==> config.mk <==
export PLATFORM = sky130hd
export DESIGN_NAME = hififo_pattern_engine
export DESIGN_NICKNAME = d
export VERILOG_FILES = /design/src/rtl/hififo_pkg.sv /design/src/rtl/hififo_seq_step.sv /design/src/rtl/hififo_pattern_engine.sv
export SDC_FILE = /design/constraint.sdc
export NUM_CORES = 1
export LEC_CHECK = 0
export BUFFER_PORTS_ARGS = -buffer_cell sky130_fd_sc_hd__buf_4
export CORE_UTILIZATION = 63
export DETAILED_ROUTE_END_ITERATION = 6
export PLACE_DENSITY = 0.95
export RECOVER_POWER = 25
export SLEW_MARGIN = 20
export SYNTH_ARGS = -nofsm -noshare
export SYNTH_HDL_FRONTEND = slang
export SYNTH_SLANG_ARGS = --single-unit
==> constraint.sdc <==
create_clock -name clock -period 7.1 [get_ports clock]
set_input_delay 1.42 -clock clock [delete_from_list [all_inputs] [get_ports clock]]
set_output_delay 1.42 -clock clock [all_outputs]
set_load 0.02 [all_outputs]
==> src/rtl/hififo_pkg.sv <==
// Shared definitions for the hififo pattern engine: channel modes, PIO register
// offsets and CTRL bit positions.
package hififo_pkg;

   typedef enum logic [1:0] {
      MODE_LOOP  = 2'd0,
      MODE_COUNT = 2'd1,
      MODE_LFSR  = 2'd2,
      MODE_OFF   = 2'd3
   } mode_e;

   localparam int unsigned PIO_REGS  = 4;
   localparam int unsigned PIO_CTRL  = 0;
   localparam int unsigned PIO_LEN   = 1;
   localparam int unsigned PIO_SEED  = 2;
   localparam int unsigned PIO_CLEAR = 3;

   localparam int unsigned CTRL_MODE_LSB   = 0;
   localparam int unsigned CTRL_ENABLE_BIT = 2;
   localparam int unsigned CTRL_CHECK_BIT  = 3;

   // COUNT and LFSR both produce a sequence; LOOP and OFF do not.
   function automatic logic is_gen_mode(mode_e m);
      return (m == MODE_COUNT) || (m == MODE_LFSR);
   endfunction

endpackage

==> src/rtl/hififo_seq_step.sv <==
// One step of the selected test sequence; shared by the generator and the checker
// so both always agree on what "next word" means.
module hififo_seq_step
   import hififo_pkg::*;
#(
   parameter int unsigned WIDTH     = 64,
   parameter logic [63:0] LFSR_TAPS = 64'hD800000000000000
) (
   input  logic [WIDTH-1:0] cur_i,
   input  mode_e            mode_i,
   output logic [WIDTH-1:0] next_o
);

   localparam logic [WIDTH-1:0] TAPS = LFSR_TAPS[WIDTH-1:0];

   logic feedback;

   assign feedback = ^(cur_i & TAPS);

   always_comb begin
      next_o = cur_i;
      case (mode_i)
         MODE_COUNT: next_o = cur_i + WIDTH'(1);
         MODE_LFSR:  next_o = {cur_i[WIDTH-2:0], feedback};
         default:    next_o = cur_i;
      endcase
   end

endmodule

==> src/rtl/hififo_pattern_engine.sv <==
// Per-channel FIFO test engine: generates COUNT/LFSR words into the TPC FIFO or loops
// FPC words back, checks FPC words against the sequence, and keeps word/error counters.
module hififo_pattern_engine
   import hififo_pkg::*;
#(
   parameter int unsigned WIDTH     = 64,
   parameter logic [12:0] PIO_BASE  = 13'd16,
   parameter logic [63:0] LFSR_TAPS = 64'hD800000000000000,
   parameter int unsigned CNT_W     = 32
) (
   input  logic             clock,
   input  logic             reset_n,
   input  logic             pio_write_valid,
   input  logic [12:0]      pio_address,
   input  logic [WIDTH-1:0] pio_write_data,
   output logic [WIDTH-1:0] tpc_data,
   output logic             tpc_write,
   input  logic             tpc_ready,
   input  logic [WIDTH-1:0] fpc_data,
   input  logic             fpc_valid,
   output logic             fpc_read,
   output logic [CNT_W-1:0] tx_count,
   output logic [CNT_W-1:0] rx_count,
   output logic [CNT_W-1:0] err_count,
   output logic             done
);

   localparam logic [0:0] ST_IDLE = 1'b0;
   localparam logic [0:0] ST_RUN  = 1'b1;

   logic [0:0]       state_q, state_d;
   mode_e            mode_q, mode_d;
   logic             enable_q, enable_d;
   logic             check_q, check_d;
   logic [CNT_W-1:0] len_q, len_d;
   logic [WIDTH-1:0] seed_q, seed_d;
   logic [WIDTH-1:0] gen_q, gen_d;
   logic [WIDTH-1:0] exp_q, exp_d;
   logic [CNT_W-1:0] tx_q, tx_d;
   logic [CNT_W-1:0] rx_q, rx_d;
   logic [CNT_W-1:0] err_q, err_d;
   logic             done_q, done_d;
   logic [WIDTH-1:0] tpc_data_q, tpc_data_d;
   logic             tpc_write_q, tpc_write_d;
   logic             ready_q;

   logic [PIO_REGS-1:0]   pio_hit;
   logic                  wr_ctrl, wr_len, wr_seed, wr_clear;
   mode_e                 ctrl_mode;
   logic                  ctrl_enable, ctrl_check;
   logic                  rearm, reload;
   logic                  run, gen_mode, consumed, chk_mismatch;
   logic [WIDTH-1:0]      reload_val;
   logic [1:0][WIDTH-1:0] step_cur, step_nxt;

   // One decoder per owned PIO word.
   for (genvar gi = 0; gi < PIO_REGS; gi++) begin : g_pio_dec
      assign pio_hit[gi] = pio_write_valid && (pio_address == PIO_BASE + 13'(gi));
   end

   assign wr_ctrl     = pio_hit[PIO_CTRL];
   assign wr_len      = pio_hit[PIO_LEN];
   assign wr_seed     = pio_hit[PIO_SEED];
   assign wr_clear    = pio_hit[PIO_CLEAR];
   assign ctrl_mode   = mode_e'(pio_write_data[CTRL_MODE_LSB +: 2]);
   assign ctrl_enable = pio_write_data[CTRL_ENABLE_BIT];
   assign ctrl_check  = pio_write_data[CTRL_CHECK_BIT];

   assign rearm  = wr_ctrl && ctrl_enable && !enable_q;
   assign reload = wr_clear || rearm;

   assign run          = (state_q == ST_RUN);
   assign gen_mode     = is_gen_mode(mode_q);
   assign fpc_read     = run && (gen_mode || ready_q);
   assign consumed     = fpc_valid && fpc_read;
   assign chk_mismatch = (fpc_data != exp_q);

   // Index 0 advances the generator; index 1 advances the checker, resyncing
   // onto the received word whenever it did not match.
   assign step_cur[0] = gen_q;
   assign step_cur[1] = chk_mismatch ? fpc_data : exp_q;

   for (genvar gi = 0; gi < 2; gi++) begin : g_step
      hififo_seq_step #(
         .WIDTH     (WIDTH),
         .LFSR_TAPS (LFSR_TAPS)
      ) u_step (
         .cur_i  (step_cur[gi]),
         .mode_i (mode_q),
         .next_o (step_nxt[gi])
      );
   end

   always_comb begin
      mode_d      = mode_q;
      enable_d    = enable_q;
      check_d     = check_q;
      len_d       = len_q;
      seed_d      = seed_q;
      gen_d       = gen_q;
      exp_d       = exp_q;
      tx_d        = tx_q;
      rx_d        = rx_q;
      err_d       = err_q;
      done_d      = done_q;
      tpc_data_d  = tpc_data_q;
      tpc_write_d = 1'b0;
      reload_val  = seed_q;

      if (wr_ctrl) begin
         mode_d   = ctrl_mode;
         enable_d = ctrl_enable;
         check_d  = ctrl_check;
      end
      if (wr_len) begin
         len_d = pio_write_data[CNT_W-1:0];
      end
      if (wr_seed) begin
         seed_d = pio_write_data;
      end

      if (run) begin
         if (!gen_mode) begin
            if (consumed) begin
               tpc_write_d = 1'b1;
               tpc_data_d  = fpc_data;
               tx_d        = tx_q + CNT_W'(1);
            end
         end else begin
            // A reload cycle emits nothing so the restarted stream begins at SEED.
            if (tpc_ready && !reload) begin
               tpc_write_d = 1'b1;
               tpc_data_d  = gen_q;
               gen_d       = step_nxt[0];
               tx_d        = tx_q + CNT_W'(1);
               if ((len_q != '0) && (tx_d == len_q)) begin
                  done_d = 1'b1;
               end
            end
            if (consumed && check_q) begin
               if (chk_mismatch && !(&err_q)) begin
                  err_d = err_q + CNT_W'(1);
               end
               exp_d = step_nxt[1];
            end
         end
         if (consumed) begin
            rx_d = rx_q + CNT_W'(1);
         end
      end

      // An all-zero LFSR state would lock up, so a zero seed starts at 1.
      if ((mode_d == MODE_LFSR) && (seed_q == '0)) begin
         reload_val = WIDTH'(1);
      end
      if (reload) begin
         gen_d  = reload_val;
         exp_d  = reload_val;
         done_d = 1'b0;
      end
      if (wr_clear) begin
         tx_d  = '0;
         rx_d  = '0;
         err_d = '0;
      end

      state_d = (enable_d && (mode_d != MODE_OFF) && !done_d) ? ST_RUN : ST_IDLE;
   end

   always_ff @(posedge clock or negedge reset_n) begin
      if (!reset_n) begin
         state_q     <= ST_IDLE;
         mode_q      <= MODE_OFF;
         enable_q    <= 1'b0;
         check_q     <= 1'b0;
         len_q       <= '0;
         seed_q      <= '0;
         gen_q       <= '0;
         exp_q       <= '0;
         tx_q        <= '0;
         rx_q        <= '0;
         err_q       <= '0;
         done_q      <= 1'b0;
         tpc_data_q  <= '0;
         tpc_write_q <= 1'b0;
         ready_q     <= 1'b0;
      end else begin
         state_q     <= state_d;
         mode_q      <= mode_d;
         enable_q    <= enable_d;
         check_q     <= check_d;
         len_q       <= len_d;
         seed_q      <= seed_d;
         gen_q       <= gen_d;
         exp_q       <= exp_d;
         tx_q        <= tx_d;
         rx_q        <= rx_d;
         err_q       <= err_d;
         done_q      <= done_d;
         tpc_data_q  <= tpc_data_d;
         tpc_write_q <= tpc_write_d;
         ready_q     <= tpc_ready;
      end
   end

   assign tpc_data  = tpc_data_q;
   assign tpc_write = tpc_write_q;
   assign tx_count  = tx_q;
   assign rx_count  = rx_q;
   assign err_count = err_q;
   assign done      = done_q;

endmodule

Yosys cells after proc, flatten, opt, wreduce, memory -nomap -nowiden:

Cells that the tools add are included.

* $add $sub $neg: 5
* equal/unequal tests: 12
* muxes and demuxes: 40
* reductions and logical operators: 45

Operator list (number)
* two-way mux 64 bit: 13
* two-way mux 32 bit: 13
* one-hot mux 64 bit (2 select lines): 2
* adder 64 x 1 -> 64 bit (second input constant): 2
* parity 64 bit: 2
* adder 32 x 1 -> 32 bit (second input constant): 3
* logical NOT 64 bit: 1
* inequality test 64 bit: 1
* == test 13 x 5 -> 1 bit (second input constant): 4
* == test 32 bit: 1
* AND reduction 32 bit: 1
* nonzero test 32 bit: 1
* nonzero test 2 bit: 10
* logical AND 1 bit: 15
* two-way mux 1 bit: 11
* AND reduction 3 bit: 3
* AND reduction 4 bit: 2
* nonzero test 3 bit: 2
* == test 2 bit (second input constant): 2
* logical NOT 1 bit: 4
* logical OR 1 bit: 3
* inequality test 3 x 2 -> 1 bit (second input constant): 1
* == test 2 x 1 -> 1 bit (second input constant): 1
* two-way mux 2 bit: 1
* other kinds (3): 3

* bits in registers: 392
* bits of input ports: 146

Depth between registers and ports, before layout:

Gate-level depths: netlist (run 1).

* word-level depth: 14
* gate-level depth with buffers: 13
* gate-level depth less buffers: 10

Modules after synthesis:

A second synthesis (run 1) with hierarchy kept.

* cells, all modules: 2983
* area total of the unflattened synthesis: 25094.1 sq um

By module, submodules not included
* hififo_pattern_engine: instances 1, cells an instance 1999, area an instance 19308.5 sq um
* hififo_seq_step: instances 2, cells an instance 492, area an instance 2892.8 sq um

Least setup slack after synthesis (run 1):

Ideal clock, no wire load.

* kind: input -> register
* start: input fpc_data[0]
* end: register exp_q[60]
* library setup time: 0.065 ns
* arrival: 3.692 ns
* required time: 7.035 ns
* setup slack: 3.343 ns
* stages on the path: 11
* buffers on the path: 2
* cell sequence: clkbuf_2 clkbuf_1 ha_1 and4_1 nand4_1 or2_1 nor3_2 nand4_1 or4_1 a211o_1 nand2_1

* longest elaborated chain between the ends: 8

RTL lines
* start, declared: RTL line hififo_pattern_engine.sv:19 `input logic [WIDTH-1:0] fpc_data,`
* inequality test 64 bit: RTL line hififo_pattern_engine.sv:76 `assign chk_mismatch = (fpc_data != exp_q);`
* two-way mux 64 bit (*): RTL line hififo_pattern_engine.sv:81 `assign step_cur[1] = chk_mismatch ? fpc_data : exp_q;`
* adder 64 x 1 -> 64 bit: RTL line hififo_seq_step.sv:23 `MODE_COUNT: next_o = cur_i + WIDTH'(1);`
* one-hot mux 64 bit (2 select lines) (*): RTL line hififo_seq_step.sv:22 `case (mode_i)`
* two-way mux 64 bit (*): RTL line hififo_pattern_engine.sv:140 `if (consumed && check_q) begin`
* two-way mux 64 bit (*): RTL line hififo_pattern_engine.sv:123 `if (!gen_mode) begin`
* two-way mux 64 bit (*): RTL line hififo_pattern_engine.sv:122 `if (run) begin`
* two-way mux 64 bit (*): RTL line hififo_pattern_engine.sv:156 `if (reload) begin`
* end signal, assigned: RTL line hififo_pattern_engine.sv:195 `exp_q <= exp_d;`
* end, declared: RTL line hififo_pattern_engine.sv:38 `logic [WIDTH-1:0] exp_q, exp_d;`

Every way passes the cells marked *; elsewhere a longest branch is shown, timed or not. The select of a mux whose other input is x is not followed.
A chain may end at the register's enable or synchronous reset.

==> impl_metrics.py, run 1 <==
metrics = {
    "worst_setup_path": {
        "cp.depth": 2,
        "cp.arrival_ns": 4.66,
        "crit_type": "input pin to async pin",
        "cp_top_family": "buffers and inverters",
        "required_ns": 6.95,
        "crit_chain": "buf_8, clkbuf_1",
        "r2r-start": "mode_q[0]$_DFF_PN1_",
        "critPathLaunchType": "input pin",
        "slowest_delay_ns": 2.63,
        "path_buf_inv": 2,
        "crit_slowest_cell": "clkbuf_1",
        "rr_worst_depth": 7,
        "endpoint_kind": "async pin",
        "rrSetupSlack_ns": 2.98,
        "crit_fanout": 94,
        "r2r_end": "exp_q[6]$_DFFE_PN0P_",
    },
    "cts": {
        "holdBufCountCts": 0,
        "cts_buffer_depth": 3,
        "htree_levels": 2,
        "clock-sinks": 392,
        "cts_resized": 0,
        "cts_setup_buffers": 0,
        "cts_tree": "yes",
        "clkTransAtPathRegs_ns": 0.06,
        "cts_buffers": 44,
        "cts_root_buf": "clkbuf_16",
        "insertion_delay_ns": 0.60,
    },
    "logic_synthesis": {
        "ys_seq_elements": 392,
        "ys_warn_count": 0,
        "synth_area_leaders": "dfrtp_1, o21ai_0, mux2_2",
        "synthFlopType": "dfrtp_1",
        "synth_area_per_cell_um2": 8.74,
        "synth-edff-count": 0,
        "netlist.area_leader.share_pct": 41.7,
        "async_flop_share_pct": 100,
        "synth.net_count": 2833,
        "synth_cell_types": 85,
        "synth_top_cell_by_area": "dfrtp_1",
        "synth.cell_area_mm2": 0.0234,
        "synth_cells": 2680,
        "seq_area_frac_synth_pct": 41.9,
    },
    "finish": {
        "fin_area_mm2": 0.0273,
        "area_growth_pct": 16.5,
        "final_nets": 2990,
        "antenna_cells": 0,
        "drive_gt1_share_pct": 18.9,
        "final_util_pct": 74.6,
    },
    "sta": {
        "post-route-period-util_pct": 67.7,
        "slew_viol_final": 133,
        "setup_viol": 0,
        "relSlewSlack_pct": -145,
        "period_minus_slack_ns": 4.81,
        "fin_ws_ns": 2.29,
        "setup_tns_ns": 0,
        "fin_skew_ns": 0.0243,
        "tightest_slew_ns": 3.68,
        "hold_violations": 0,
        "holdWs_ns": 0.478,
        "fmax_ghz": 0.208,
        "rsz0062_at_grt": "false",
    },
    "die": {
        "coreArea_mm2": 0.0366,
        "die_area_mm2": 0.0380,
        "io_pins": 309,
        "die_x_um": 195,
        "dieHeight_um": 195,
        "num_rows": 70,
        "start_util_pct": 64.0,
    },
    "global_routing": {
        "grtUsageTotal_pct": 42.6,
        "grt_pass1_wl_um": 125000,
        "grt_max_degree": 171,
        "antenna_found_initial": 0,
        "grt_remaining_overflow": 0,
        "grt_pass1_vias": 21900,
    },
    "placement": {
        "place_area_mm2": 0.0257,
        "hpwl_um": 57600,
        "port_buffers": 308,
        "gp_congestion": 1.05,
        "pre_cts_ws_ns": 2.35,
    },
    "run": {
        "max-cap-violations": 2,
    },
    "worst_hold_path": {
        "holdCritStartpoint": "tpc_data[21]$_DFFE_PN0P_",
        "hold_path.class": "flip-flop to flip-flop",
        "whs_path_depth": 2,
        "min_to": "tpc_data[21]$_DFFE_PN0P_",
    },
    "detailed_routing": {
        "post_drt_via_cell_ratio": 6.96,
        "ant_nets": 0,
        "wl_per_cell_um": 24.6,
        "drtIter0Drc": 3773,
        "first_pass_iters": 7,
        "vias": 23200,
        "drt_wl_total_um": 82200,
        "drc": 3,
    },
    "power_and_ir_drop": {
        "ir_drop_uv": 175,
        "p_leak_nw": 12.8,
        "powerDensity_mw_per_mm2": 185,
    },
    "run_status": {
        "violations": "DRC, capacitance limit, slew limit",
        "status": "complete, but fails checks",
    },
}
## layout make-up
class	count	area, um^2
inverters	51	191
well taps	468	586
fillers	2553	9300
repair buffers	327	2480
clock buffers	57	1260
clock inverters	25	334
multi-input cells	2021	12600
flip-flops and latches	392	9810
## cells by family (layout without fill, tap and decap cells)
kind of cell	Yosys count	in the layout	synth area share, %
xor gates and xnor gates	192	192	7.18
muxes	186	186	8.49
buffers and inverters	267	460	4.43
DFF	392	392	41.9
and+or+nand+nor	976	976	20.7
AOI/OAI and AO/OA	660	660	17.0
adders and majority gates	7	7	0.374
## registers in the layout, indices dropped and copies added, names as in the netlist, 2 cells and up
signal and count:
exp_q 64, gen_q 64, seed_q 64, tpc_data 64, err_count 32, len_q 32, rx_count 32, tx_count 32
mode_q 2
## per-layer routing
metal	routed length, um	part of all wire, %	vias to the layer above	GRT usage, %
li1	-	-	10000	-
met1	30400	37	11000	57.2
met2	35100	43	1861	61.3
met3	11600	14	404	13.3
met4	5210	6.3	0	23.9
met5	0	0	-	0
## synthesized netlist by cell type (10+ instances only)
cell and n:
and4_1 22, clkbuf_1 172, nor2_1 209, and2_1 18, o31ai_1 22, nor4_1 65, a31oi_1 37, a221oi_1 13
or4_1 15, or3_1 19, xnor2_1 127, nor3_1 42, o21ai_0 273, and3_1 39, o221ai_1 13, o311ai_0 10
buf_1 24, o211ai_1 21, buf_2 10, a21o_1 18, mux2_2 101, xor2_1 65, dfrtp_1 390, a21oi_1 150
nand2b_1 13, mux2i_1 85, inv_1 49, nand2_1 297, o22ai_1 15, nand3_1 104, nand4_1 82
## worst max-delay path by stage
stage / from / to
3_3_place_gp: pio_address[0] / tx_count[13]$_DFFE_PN0P_
4_1_cts: pio_address[0] / tx_count[13]$_DFFE_PN0P_
3_5_place_dp: pio_address[0] / tx_count[13]$_DFFE_PN0P_
2_1_floorplan: fpc_data[0] / exp_q[60]$_DFFE_PN0P_
5_1_grt: reset_n / tx_count[18]$_DFFE_PN0P_
6_report: reset_n / tx_count[17]$_DFFE_PN0P_
## power breakdown
group / internal [mW] / switching (mW)
clock network: 1.52 / 0.994
registers: 2.25 / 0.0110
logic: 0.107 / 0.185
## metrics by stage
| step | power (mW) | std cells |
|---|---|---|
| 3_3_place_gp | 2.58 | 3259 |
| 6_report | 5.06 | 3341 |
| 4_1_cts | 5.06 | 3341 |
| 3_5_place_dp | 2.58 | 3259 |
| 2_1_floorplan | 2.41 | 2680 |
| 5_1_grt | 5.16 | 3341 |
## cell usage in the layout (no fill, tap or decap), types with 7 or more instances in the layout
cell type,instances
a21oi_1,149
nand2_1,297
o21ai_0,273
nor2b_1,8
or4_1,15
a21o_1,18
nand4_1,82
clkinv_2,11
and3_1,37
mux2_2,101
o311ai_0,10
dfrtp_1,390
bufinv_16,7
o211ai_1,21
mux2i_1,85
o31ai_1,22
nand2b_1,13
and4_1,22
a31oi_1,37
xnor2_1,127
nor3b_1,7
and2_1,18
nor3_1,41
buf_4,321
o221ai_1,13
a22oi_1,9
nand3_1,104
a211oi_1,7
nor4_1,65
inv_1,48
nor2_1,208
o31a_1,7
xor2_1,65
clkbuf_16,46
o21a_1,9
a221oi_1,13
clkbuf_1,7
clkbuf_8,7
or3_1,18
o22ai_1,14
Note: power is estimated with default switching activity, not from simulation.
==> inputs of run 2 (changes only) <==
--- a/config.mk
+++ b/config.mk
@@ -5,10 +5,11 @@
 export SDC_FILE = /design/constraint.sdc
 export NUM_CORES = 1
 export LEC_CHECK = 0
+export ABC_AREA = 1
 export BUFFER_PORTS_ARGS = -buffer_cell sky130_fd_sc_hd__buf_4
-export CORE_UTILIZATION = 63
+export CORE_UTILIZATION = 60
 export DETAILED_ROUTE_END_ITERATION = 6
-export PLACE_DENSITY = 0.95
+export PLACE_DENSITY = 0.93
 export RECOVER_POWER = 25
 export SLEW_MARGIN = 20
 export SYNTH_ARGS = -nofsm -noshare
==> constraint.sdc (replaced) <==
create_clock -name clock -period 5 [get_ports clock]
set_input_delay 1 -clock clock [delete_from_list [all_inputs] [get_ports clock]]
set_output_delay 1 -clock clock [all_outputs]
set_load 0.02 [all_outputs]
==> run 2 against run 1 <==
  * The flow finishes with violations (capacitance limit, slew limit)
  * Utilization is 4.7 points lower
  * Register-to-register slack worse by 1.8 ns
  * Cell area is 10% higher
  * Largest cell class unchanged
  * Highest routed layer is now met5
==> impl_metrics.py, run 2 <==
metrics = {
    "worst_setup_path": {
        "required_ns": 5.41,
        "crit_type": "flip-flop to flip-flop",
        "crit_slowest_cell": "nand2_1",
        "slowest_delay_ns": 0.82,
        "critPathLaunchType": "flip-flop",
        "path_common_cell": "o21ai_0",
        "crit_chain": "inv_1, ha_4, clkinv_2, o21ai_0, nand2_4, nand2_1, o21ai_0",
        "endpoint_kind": "flip-flop",
        "crit_fanout": 57,
        "cp.arrival_ns": 4.26,
    },
    "detailed_routing": {
        "drc": 0,
        "post_drt_via_cell_ratio": 6.20,
        "drt_wl_total_um": 95900,
        "wl_per_cell_um": 21.2,
        "drtIter0Drc": 3705,
        "vias": 28100,
        "first_pass_iters": 7,
        "ant_nets": 0,
    },
    "cts": {
        "cts_root_buf": "clkbuf_16",
        "cts_buffers": 44,
        "clkTransAtPathRegs_ns": 0.07,
        "cts_tree": "yes",
        "cts_buffer_depth": 3,
        "htree_levels": 2,
        "clock-sinks": 392,
        "holdBufCountCts": 0,
        "cts_resized": 0,
        "cts_setup_buffers": 0,
        "insertion_delay_ns": 0.61,
    },
    "logic_synthesis": {
        "async_flop_share_pct": 100,
        "synth.cell_area_mm2": 0.0261,
        "synth_cells": 3738,
        "ys_top_cells_by_count": "nand2_1, nor2_1, dfrtp_1, inv_1, nand3_1",
        "ys_warn_count": 0,
        "ys_seq_elements": 392,
        "netlist.area_leader.share_pct": 37.4,
        "synth_cell_types": 60,
        "synth.net_count": 3891,
        "seq_area_frac_synth_pct": 37.6,
        "synth_area_per_cell_um2": 6.99,
        "synth_top_cell_by_area": "dfrtp_1",
        "yosysMostFrequentCell": "nand2_1",
        "synth-edff-count": 0,
        "synthFlopType": "dfrtp_1",
        "synth_area_leaders": "dfrtp_1, nand2_1, nor2_1",
    },
    "die": {
        "dieHeight_um": 211,
        "die_area_mm2": 0.0444,
        "io_pins": 309,
        "num_rows": 76,
        "die_x_um": 211,
        "start_util_pct": 60.8,
        "coreArea_mm2": 0.0430,
    },
    "finish": {
        "final_cell_mix": "nand2_1, nor2_1, dfrtp_1",
        "antenna_cells": 0,
        "area_growth_pct": 15.0,
        "final_common_cell": "nand2_1",
        "drive_gt1_share_pct": 14.4,
        "final_nets": 4062,
        "fin_cells": 4529,
    },
    "global_routing": {
        "grtUsageTotal_pct": 43.0,
        "grt_max_degree": 121,
        "grt_pass1_wl_um": 148000,
        "grt_pass1_vias": 26100,
        "antenna_found_initial": 1,
        "grt_remaining_overflow": 0,
    },
    "sta": {
        "fin_skew_ns": 0.0331,
        "tightest_slew_ns": 3.30,
        "relSlewSlack_pct": -120,
        "rsz0062_at_grt": "false",
        "fmax_ghz": 0.260,
        "slew_viol_final": 57,
        "post-route-period-util_pct": 76.9,
        "setup_viol": 0,
        "setup_tns_ns": 0,
        "period_minus_slack_ns": 3.84,
        "hold_violations": 0,
    },
    "placement": {
        "hpwl_um": 70200,
        "numPlacedInstances": 4448,
        "gp_congestion": 1.06,
        "port_buffers": 308,
    },
    "run": {
        "max-cap-violations": 1,
    },
    "power_and_ir_drop": {
        "powerDensity_mw_per_mm2": 250,
        "p_leak_nw": 13.8,
        "ir_drop_uv": 223,
    },
    "run_status": {
        "status": "complete, but fails checks",
        "violations": "capacitance limit, slew limit",
    },
    "worst_hold_path": {
        "hold_path.class": "flip-flop to flip-flop",
    },
}
run 2: cell count changes after synthesis, moves of 59 or more:
| cell | previous run | this run |
|---|---|---|
| nor2_1 | 209 | 536 |
| o21ai_0 | 273 | 195 |
| xnor2_1 | 127 | 61 |
| inv_1 | 49 | 352 |
| mux2_2 | 101 | 32 |
| clkbuf_1 | 172 | 113 |
| nand3_1 | 104 | 237 |
| a31oi_1 | 37 | 141 |
| nand2_1 | 297 | 884 |
| mux2i_1 | 85 | 0 |
run 2: final cells by class:
type                       instances  area, um^2
timing repair buffer             332        2550
clock buffer                      63        1280
sequential                       392        9810
fill                            3589       12900
inverter                         368        1390
clock inverter                    18         244
tap                              585         732
multi-input combinational       2771       14000
run 2: metrics by stage:
step           setup slack [ns]  total power, mW  area, um^2  hold WS [ns]  util (%)
6_report                   1.16             7.50       30000         0.486      69.9
5_1_grt                   0.685             7.68       30000         0.496      69.9
3_5_place_dp              0.996             4.04       28500         0.470      66.4
2_1_floorplan              2.46             3.69       26100         0.453         -
3_3_place_gp               1.17             4.03       28500         0.469      66.4
4_1_cts                    1.29             7.47       30100         0.329      69.9
run 2: worst paths after layout:
check,start,to,slack [ns],cells after the start
hold reg to reg,tpc_data[50]$_DFFE_PN0P_,tpc_data[50]$_DFFE_PN0P_,0.49,2
max in group asynchronous,reset_n,tx_count[26]$_DFFE_PN0P_,1.34,2
min in group asynchronous,reset_n,tpc_data[23]$_DFFE_PN0P_,1.49,1
hold / removal,tpc_data[50]$_DFFE_PN0P_,tpc_data[50]$_DFFE_PN0P_,0.49,2
setup / recovery,mode_q[0]$_DFF_PN1_,tx_count[28]$_DFFE_PN0P_,1.16,7
setup reg to reg,mode_q[0]$_DFF_PN1_,tx_count[28]$_DFFE_PN0P_,1.16,7
run 2: logic make-up (layout without fill, tap and decap cells):
kind of cell	after synthesis	count (layout)	synth area share (%)
AND/OR/NAND/NOR	2017	2017	34.1
AO/OA/AOI/OAI	591	591	13.5
buffers and inverters	575	781	8.87
flip-flops	392	392	37.6
XOR/XNOR	124	124	4.21
multiplexers	32	32	1.38
adder cells (fa/ha/maj)	7	7	0.335
run 2: worst max-delay path, delay by kind of cell, from the launching register on:
family / cells / cell delay (ns)
AO/OA/AOI/OAI: 2 / 0.63
adder cells (fa/ha/maj): 1 / 0.67
buffers and inverters: 2 / 0.85
flip-flops: 1 / 0.55
AND/OR/NAND/NOR: 2 / 0.93
run 2: power by group:
part | internal, mW | leakage, nW | switching, mW
combinational | 0.252 | 7.91 | 0.424
sequential | 3.23 | 5.11 | 0.0900
clock | 2.06 | 0.756 | 1.44
run 2: metal layers:
metal  global-route usage, %  vias to the layer above  share of wire [%]
li1                        -                    12700                  -
met1                    57.5                    13000                 38
met2                    65.7                     1973                 44
met3                    9.32                      351                 12
met4                    22.6                        2                5.8
met5                       0                        -              0.014
